===== src/rtl/mmio_router.sv =====
// MMIO decoder/router: maps core requests onto NDEV address windows and returns responses
// in order by tracking the target id of every in-flight request.
module mmio_router #(
    parameter int unsigned NDEV    = 4,
    parameter int unsigned ADDR_W  = 32,
    parameter int unsigned DATA_W  = 32,
    parameter int unsigned MAX_OUT = 4,
    parameter logic [NDEV*ADDR_W-1:0] DEV_BASE =
        {32'hff000010, 32'hff000000, 32'hf8000000, 32'hf0000000},
    parameter logic [NDEV*ADDR_W-1:0] DEV_SIZE =
        {32'h00000010, 32'h00000004, 32'h00000018, 32'h00000010}
) (
    input  logic                   clk,
    input  logic                   reset,
    input  logic                   req_valid,
    output logic                   req_ready,
    input  logic [ADDR_W-1:0]      req_addr,
    input  logic                   req_wen,
    input  logic [DATA_W-1:0]      req_wdata,
    output logic                   resp_valid,
    output logic [DATA_W-1:0]      resp_rdata,
    output logic                   resp_error,
    output logic [NDEV-1:0]        dev_req_valid,
    input  logic [NDEV-1:0]        dev_req_ready,
    output logic [ADDR_W-1:0]      dev_addr,
    output logic                   dev_wen,
    output logic [DATA_W-1:0]      dev_wdata,
    input  logic [NDEV-1:0]        dev_resp_valid,
    input  logic [NDEV*DATA_W-1:0] dev_resp_rdata,
    output logic                   err_spurious
);

    localparam int unsigned ID_W  = $clog2(NDEV + 1);
    localparam int unsigned PTR_W = (MAX_OUT > 1) ? $clog2(MAX_OUT) : 1;
    localparam int unsigned CNT_W = $clog2(MAX_OUT + 1);
    localparam logic [ID_W-1:0] ErrId = ID_W'(NDEV);

    logic [NDEV-1:0]   hit;
    logic [ADDR_W-1:0] dev_off [NDEV];

    // Window limit is ADDR_W+1 bits so a window ending at 2^ADDR_W does not wrap.
    for (genvar g = 0; g < NDEV; g++) begin : g_dec
        localparam logic [ADDR_W:0] Base = {1'b0, DEV_BASE[g*ADDR_W +: ADDR_W]};
        localparam logic [ADDR_W:0] Lim  = Base + {1'b0, DEV_SIZE[g*ADDR_W +: ADDR_W]};
        assign hit[g]     = ({1'b0, req_addr} >= Base) && ({1'b0, req_addr} < Lim);
        assign dev_off[g] = req_addr - Base[ADDR_W-1:0];
    end

    logic [ID_W-1:0]   target;
    logic [ADDR_W-1:0] offset;
    logic              tgt_ready;

    // Descending scan so the lowest matching index wins on overlap.
    always_comb begin
        target    = ErrId;
        offset    = req_addr;
        tgt_ready = 1'b1;
        for (int i = NDEV - 1; i >= 0; i--) begin
            if (hit[i]) begin
                target    = ID_W'(i);
                offset    = dev_off[i];
                tgt_ready = dev_req_ready[i];
            end
        end
    end

    logic [ID_W-1:0]  fifo_q [MAX_OUT];
    logic [PTR_W-1:0] wr_ptr_q, wr_ptr_d, rd_ptr_q, rd_ptr_d;
    logic [CNT_W-1:0] count_q, count_d;
    logic [ID_W-1:0]  last_id_q, last_id_d;
    logic             err_spurious_q, err_spurious_d;
    logic             empty, full, push, pop, spurious;
    logic [ID_W-1:0]  head;

    assign empty = (count_q == '0);
    assign full  = (count_q == CNT_W'(MAX_OUT));
    assign head  = fifo_q[rd_ptr_q];

    // A switch of target waits for the FIFO to drain; that alone keeps responses in order.
    assign req_ready = !full && (empty || last_id_q == target) && tgt_ready;
    assign push      = req_valid && req_ready;

    assign dev_addr     = offset;
    assign dev_wen      = req_wen;
    assign dev_wdata    = req_wdata;
    assign err_spurious = err_spurious_q;

    always_comb begin
        dev_req_valid = '0;
        for (int i = 0; i < NDEV; i++) begin
            dev_req_valid[i] = push && (target == ID_W'(i));
        end
    end

    always_comb begin
        resp_valid = 1'b0;
        resp_error = 1'b0;
        resp_rdata = '0;
        spurious   = 1'b0;
        if (!empty) begin
            if (head == ErrId) begin
                resp_valid = 1'b1;
                resp_error = 1'b1;
            end else begin
                for (int i = 0; i < NDEV; i++) begin
                    if (head == ID_W'(i)) begin
                        resp_valid = dev_resp_valid[i];
                        resp_rdata = dev_resp_rdata[i*DATA_W +: DATA_W];
                    end
                end
            end
        end
        for (int j = 0; j < NDEV; j++) begin
            if (dev_resp_valid[j] && (empty || head != ID_W'(j))) spurious = 1'b1;
        end
    end

    assign pop = resp_valid;

    always_comb begin
        count_d        = count_q;
        wr_ptr_d       = wr_ptr_q;
        rd_ptr_d       = rd_ptr_q;
        last_id_d      = last_id_q;
        err_spurious_d = err_spurious_q | spurious;
        if (push && !pop) count_d = count_q + CNT_W'(1);
        else if (!push && pop) count_d = count_q - CNT_W'(1);
        if (push) begin
            wr_ptr_d  = (wr_ptr_q == PTR_W'(MAX_OUT - 1)) ? '0 : wr_ptr_q + PTR_W'(1);
            last_id_d = target;
        end
        if (pop) rd_ptr_d = (rd_ptr_q == PTR_W'(MAX_OUT - 1)) ? '0 : rd_ptr_q + PTR_W'(1);
    end

    always_ff @(posedge clk or posedge reset) begin
        if (reset) begin
            count_q        <= '0;
            wr_ptr_q       <= '0;
            rd_ptr_q       <= '0;
            last_id_q      <= ErrId;
            err_spurious_q <= 1'b0;
        end else begin
            count_q        <= count_d;
            wr_ptr_q       <= wr_ptr_d;
            rd_ptr_q       <= rd_ptr_d;
            last_id_q      <= last_id_d;
            err_spurious_q <= err_spurious_d;
        end
    end

    // Entries are only read while counted valid, so storage needs no reset.
    always_ff @(posedge clk) begin
        if (push) fifo_q[wr_ptr_q] <= target;
    end

endmodule

===== config.mk =====
export PLATFORM = sky130hd
export DESIGN_NAME = mmio_router
export DESIGN_NICKNAME = d
export VERILOG_FILES = /design/src/rtl/mmio_router.sv
export SDC_FILE = /design/constraint.sdc
export NUM_CORES = 1
export LEC_CHECK = 0
export ABC_CLOCK_PERIOD_IN_PS = 7050
export BUFFER_PORTS_ARGS = -buffer_cell sky130_fd_sc_hd__buf_2
export CORE_ASPECT_RATIO = 0.75
export CORE_MARGIN = 5
export CORE_UTILIZATION = 25
export DETAILED_ROUTE_END_ITERATION = 7
export GPL_TIMING_DRIVEN = 0
export HOLD_SLACK_MARGIN = 0.06
export PLACE_DENSITY_LB_ADDON = 0.08
export SYNTH_ARGS = -nofsm -noshare
export SYNTH_HDL_FRONTEND = slang
export SYNTH_SLANG_ARGS = --single-unit

===== constraint.sdc =====
create_clock -name clk -period 7.05 [get_ports clk]
set_input_delay 1.0575 -clock clk [delete_from_list [all_inputs] [get_ports clk]]
set_output_delay 1.0575 -clock clk [all_outputs]
set_load 0.05 [all_outputs]

==> results.sh <==
export IMPL_worst_pin_slew_ps=932.1
export IMPL_grt_antenna_before_repair=2
export IMPL_p_clk_share_pct=6.3
export IMPL_period_share_pct=71.60
export IMPL_hold_viol=0
export IMPL_endpoint_kind="output port"
export IMPL_dp_hpwl_mm=12.76
export IMPL_root_buffer="clkbuf_16"
export IMPL_via_per_inst=4.731
export IMPL_htree_levels=1
export IMPL_slew_violations=0
export IMPL_io_pins=309
export IMPL_hp_class="reg2reg"
export IMPL_crit_required_ps=5990
export IMPL_p_int_mw=0.7115
export IMPL_ys_ff_latch=23
export IMPL_clkLatencyLatePin_ps=250
export IMPL_hold_ws_ps=489.5
export IMPL_place_inst=885
export IMPL_synth_distinct_cells=53
export IMPL_syn2layout_area_growth_pct=52.09
export IMPL_synth_ff_type="edfxtp_1"
export IMPL_start_kind="input pin"
export IMPL_cp_arrival_ps=3990
export IMPL_cts_tree="yes"
export IMPL_portBuffers=275
export IMPL_initial_core_util_pct=25.76
export IMPL_vias=4215
export IMPL_fp_row_count=35
export IMPL_netlist_instances=444
export IMPL_switching_share_pct=63.59
export IMPL_drc=0
export IMPL_dieHeight_um=108.0
export IMPL_syn_area_mm2=0.003204
export IMPL_wl_per_cell_um=16.52
export IMPL_pre_cts_ws_ps=2040
export IMPL_drv_cap=0
export IMPL_core_area_mm2=0.01244
export IMPL_cp_max_fo=10
export IMPL_grt_max_degree=14
export IMPL_final_core_util_pct=39.19
export IMPL_ys_seq_area_share_pct=19.88
export IMPL_die_area_mm2=0.01520
export IMPL_cts_buffer_depth=2
export IMPL_worstSetupPathType="in2out"
export IMPL_dr_pass1_iters=4
export IMPL_rsz0062_at_grt="false"
export IMPL_syn_num_nets=664
export IMPL_p_seq_share_pct=11.0
export IMPL_setup_violations=0
export IMPL_numClockSinks=23
export IMPL_avgSynthCellArea_um2=7.217
export IMPL_drtAntennaViolNets=0
export IMPL_drive_above_1_share_pct=46.61
export IMPL_final_cells=891
export IMPL_synth_warnings=0
export IMPL_grt_pass1_vias=4013
export IMPL_layout_setup_ws_ps=2002
export IMPL_grt_pass1_wl_mm=21.60
export IMPL_post_cts_buffers=0
export IMPL_fin_worst_skew_ps=1.779
export IMPL_timing_fmax_ghz=0.1981
export IMPL_fin_crit_ps=5048
export IMPL_ir_worst_vdd_mv=0.1782
export IMPL_routed_wl_mm=14.72
export IMPL_comb_power_share_pct=82.8
export IMPL_slew_headroom_pct=37.57
export IMPL_dr_first_iter_drc_count=186
export IMPL_numCtsBuffers=3
export IMPL_die_w_um=140.7
export IMPL_grt_usage_pct=17.30
export IMPL_path_clk_slew_ps=60
export IMPL_p_switching_mw=1.243
export IMPL_overflow=0
export IMPL_ys_async_sr_fraction_pct=47.83
export IMPL_p_leak_nw=2.542
export IMPL_place_congestion=0.9228
export IMPL_nets=944
export IMPL_p_per_area_mw_per_mm2=401.0
export IMPL_synth_edff_count=12
export IMPL_holdBufCountCts=0
export IMPL_status="finished, final reports clean"
export IMPL_cts_resized_gates=0
export IMPL_setup_tns_final_ps=0
-- synth_stat cells, drive strengths merged, types with 3 or more instances --
cell,instances,area (um^2)
a21boi,3,22.52
a21oi,19,95.09
a31oi,5,31.28
and2,3,18.77
and3,9,56.30
buf,42,315.3
clkbuf,28,105.1
dfrtp,10,250.2
edfxtp,12,360.4
ha,15,187.7
inv,17,63.81
mux2,9,123.9
mux2i,10,100.1
mux4,3,67.56
nand2,16,60.06
nand2b,11,68.82
nand3,8,45.04
nand3b,3,22.52
nand4,9,56.30
nor2,102,382.9
nor3,10,55.05
nor4,4,25.02
o21ai,29,145.1
o221ai,10,87.58
o22ai,22,137.6
or3,3,18.77
xnor2,5,43.79
xor2,3,26.28
-- through the flow --
step	total power, mW	area [um^2]
floorplan	1.426	3204
global placement	1.830	4788
detailed placement	1.847	4788
CTS	1.971	4868
global route	2.098	4873
finish	1.954	4873
-- worst paths after layout --
kind | from | end | slack (ps) | cells past startpoint
max | req_addr[24] | dev_req_valid[1] | 2000 | 13
min in group asynchronous | reset | wr_ptr_q[1] | 810 | 2
max in group asynchronous | reset | last_id_q[2] | 5900 | 2
min | count_q[2] | count_q[2] | 490 | 1
min reg2reg | count_q[2] | count_q[2] | 490 | 1
max reg2reg | rd_ptr_q[0] | count_q[2] | 3720 | 13
-- critical path, stage by stage --
cell and delay (ps):
buf_2 130, inv_1 100, ha_1 200, nand4b_1 170, a211oi_1 90, a31oi_1 720
inv_1 120, or4_1 500, o22a_1 210, a21o_1 170, buf_6 150, nor2_1 90
buf_2 280
-- power groups by stage --
| stage | Sequential (mW) | Clock (mW) | Combinational, mW |
|---|---|---|---|
| 6_report | 0.214 | 0.123 | 1.62 |
| 5_1_grt | 0.222 | 0.132 | 1.74 |
| 4_1_cts | 0.215 | 0.124 | 1.63 |
| 3_5_place_dp | 0.218 | 0 | 1.63 |
| 3_3_place_gp | 0.216 | 0 | 1.61 |
| 2_1_floorplan | 0.208 | 0 | 1.22 |
-- layout make-up --
type                            count  area [um^2]
Fill cell                        1357         7564
Multi-Input combinational cell    334         2083
Timing Repair Buffer              275         1376
Sequential cell                    23        636.9
Buffer                             70        420.4
Tap cell                          166        207.7
Clock buffer                        3        75.07
Inverter                           17        63.81
Clock inverter                      1        5.005
Antenna cell                        2        5.005
-- logic make-up after synthesis --
family | after synthesis | synth area share (%)
AOI/OAI and AO/OA | 100 | 19.29
xor gates and xnor gates | 8 | 2.187
adders and majority gates | 16 | 6.482
buffers and inverters | 87 | 15.11
DFF | 23 | 19.88
muxes | 22 | 9.098
and+or+nand+nor | 188 | 27.96
-- sequential cells by signal (all words and copies together) (netlist names) --
signal / cells
count_q: 3
err_spurious: 1
fifo_q: 12
last_id_q: 3
rd_ptr_q: 2
wr_ptr_q: 2
-- layer usage --
metal / routed length [um] / track usage (%)
met2: 7338 / 29.95
met5: 0 / 0
met3: 1043 / 3.448
met1: 6173 / 22.82
met4: 161 / 2.766
-- layout by cell type (no fill, tap or decap), drive strengths merged, types with 3 or more instances in the layout --
cell type and instances:
a21boi 3, a21oi 19, a31oi 5, and2 3, and3 9, buf 317, clkbuf 31, dfrtp 10
edfxtp 12, ha 15, inv 17, mux2 9, mux2i 10, mux4 3, nand2 16, nand2b 11
nand3 8, nand3b 3, nand4 9, nor2 102, nor3 10, nor4 4, o21ai 29, o221ai 10
o22ai 22, or3 3, xnor2 5, xor2 3
Note: power is estimated with default switching activity, not from simulation.
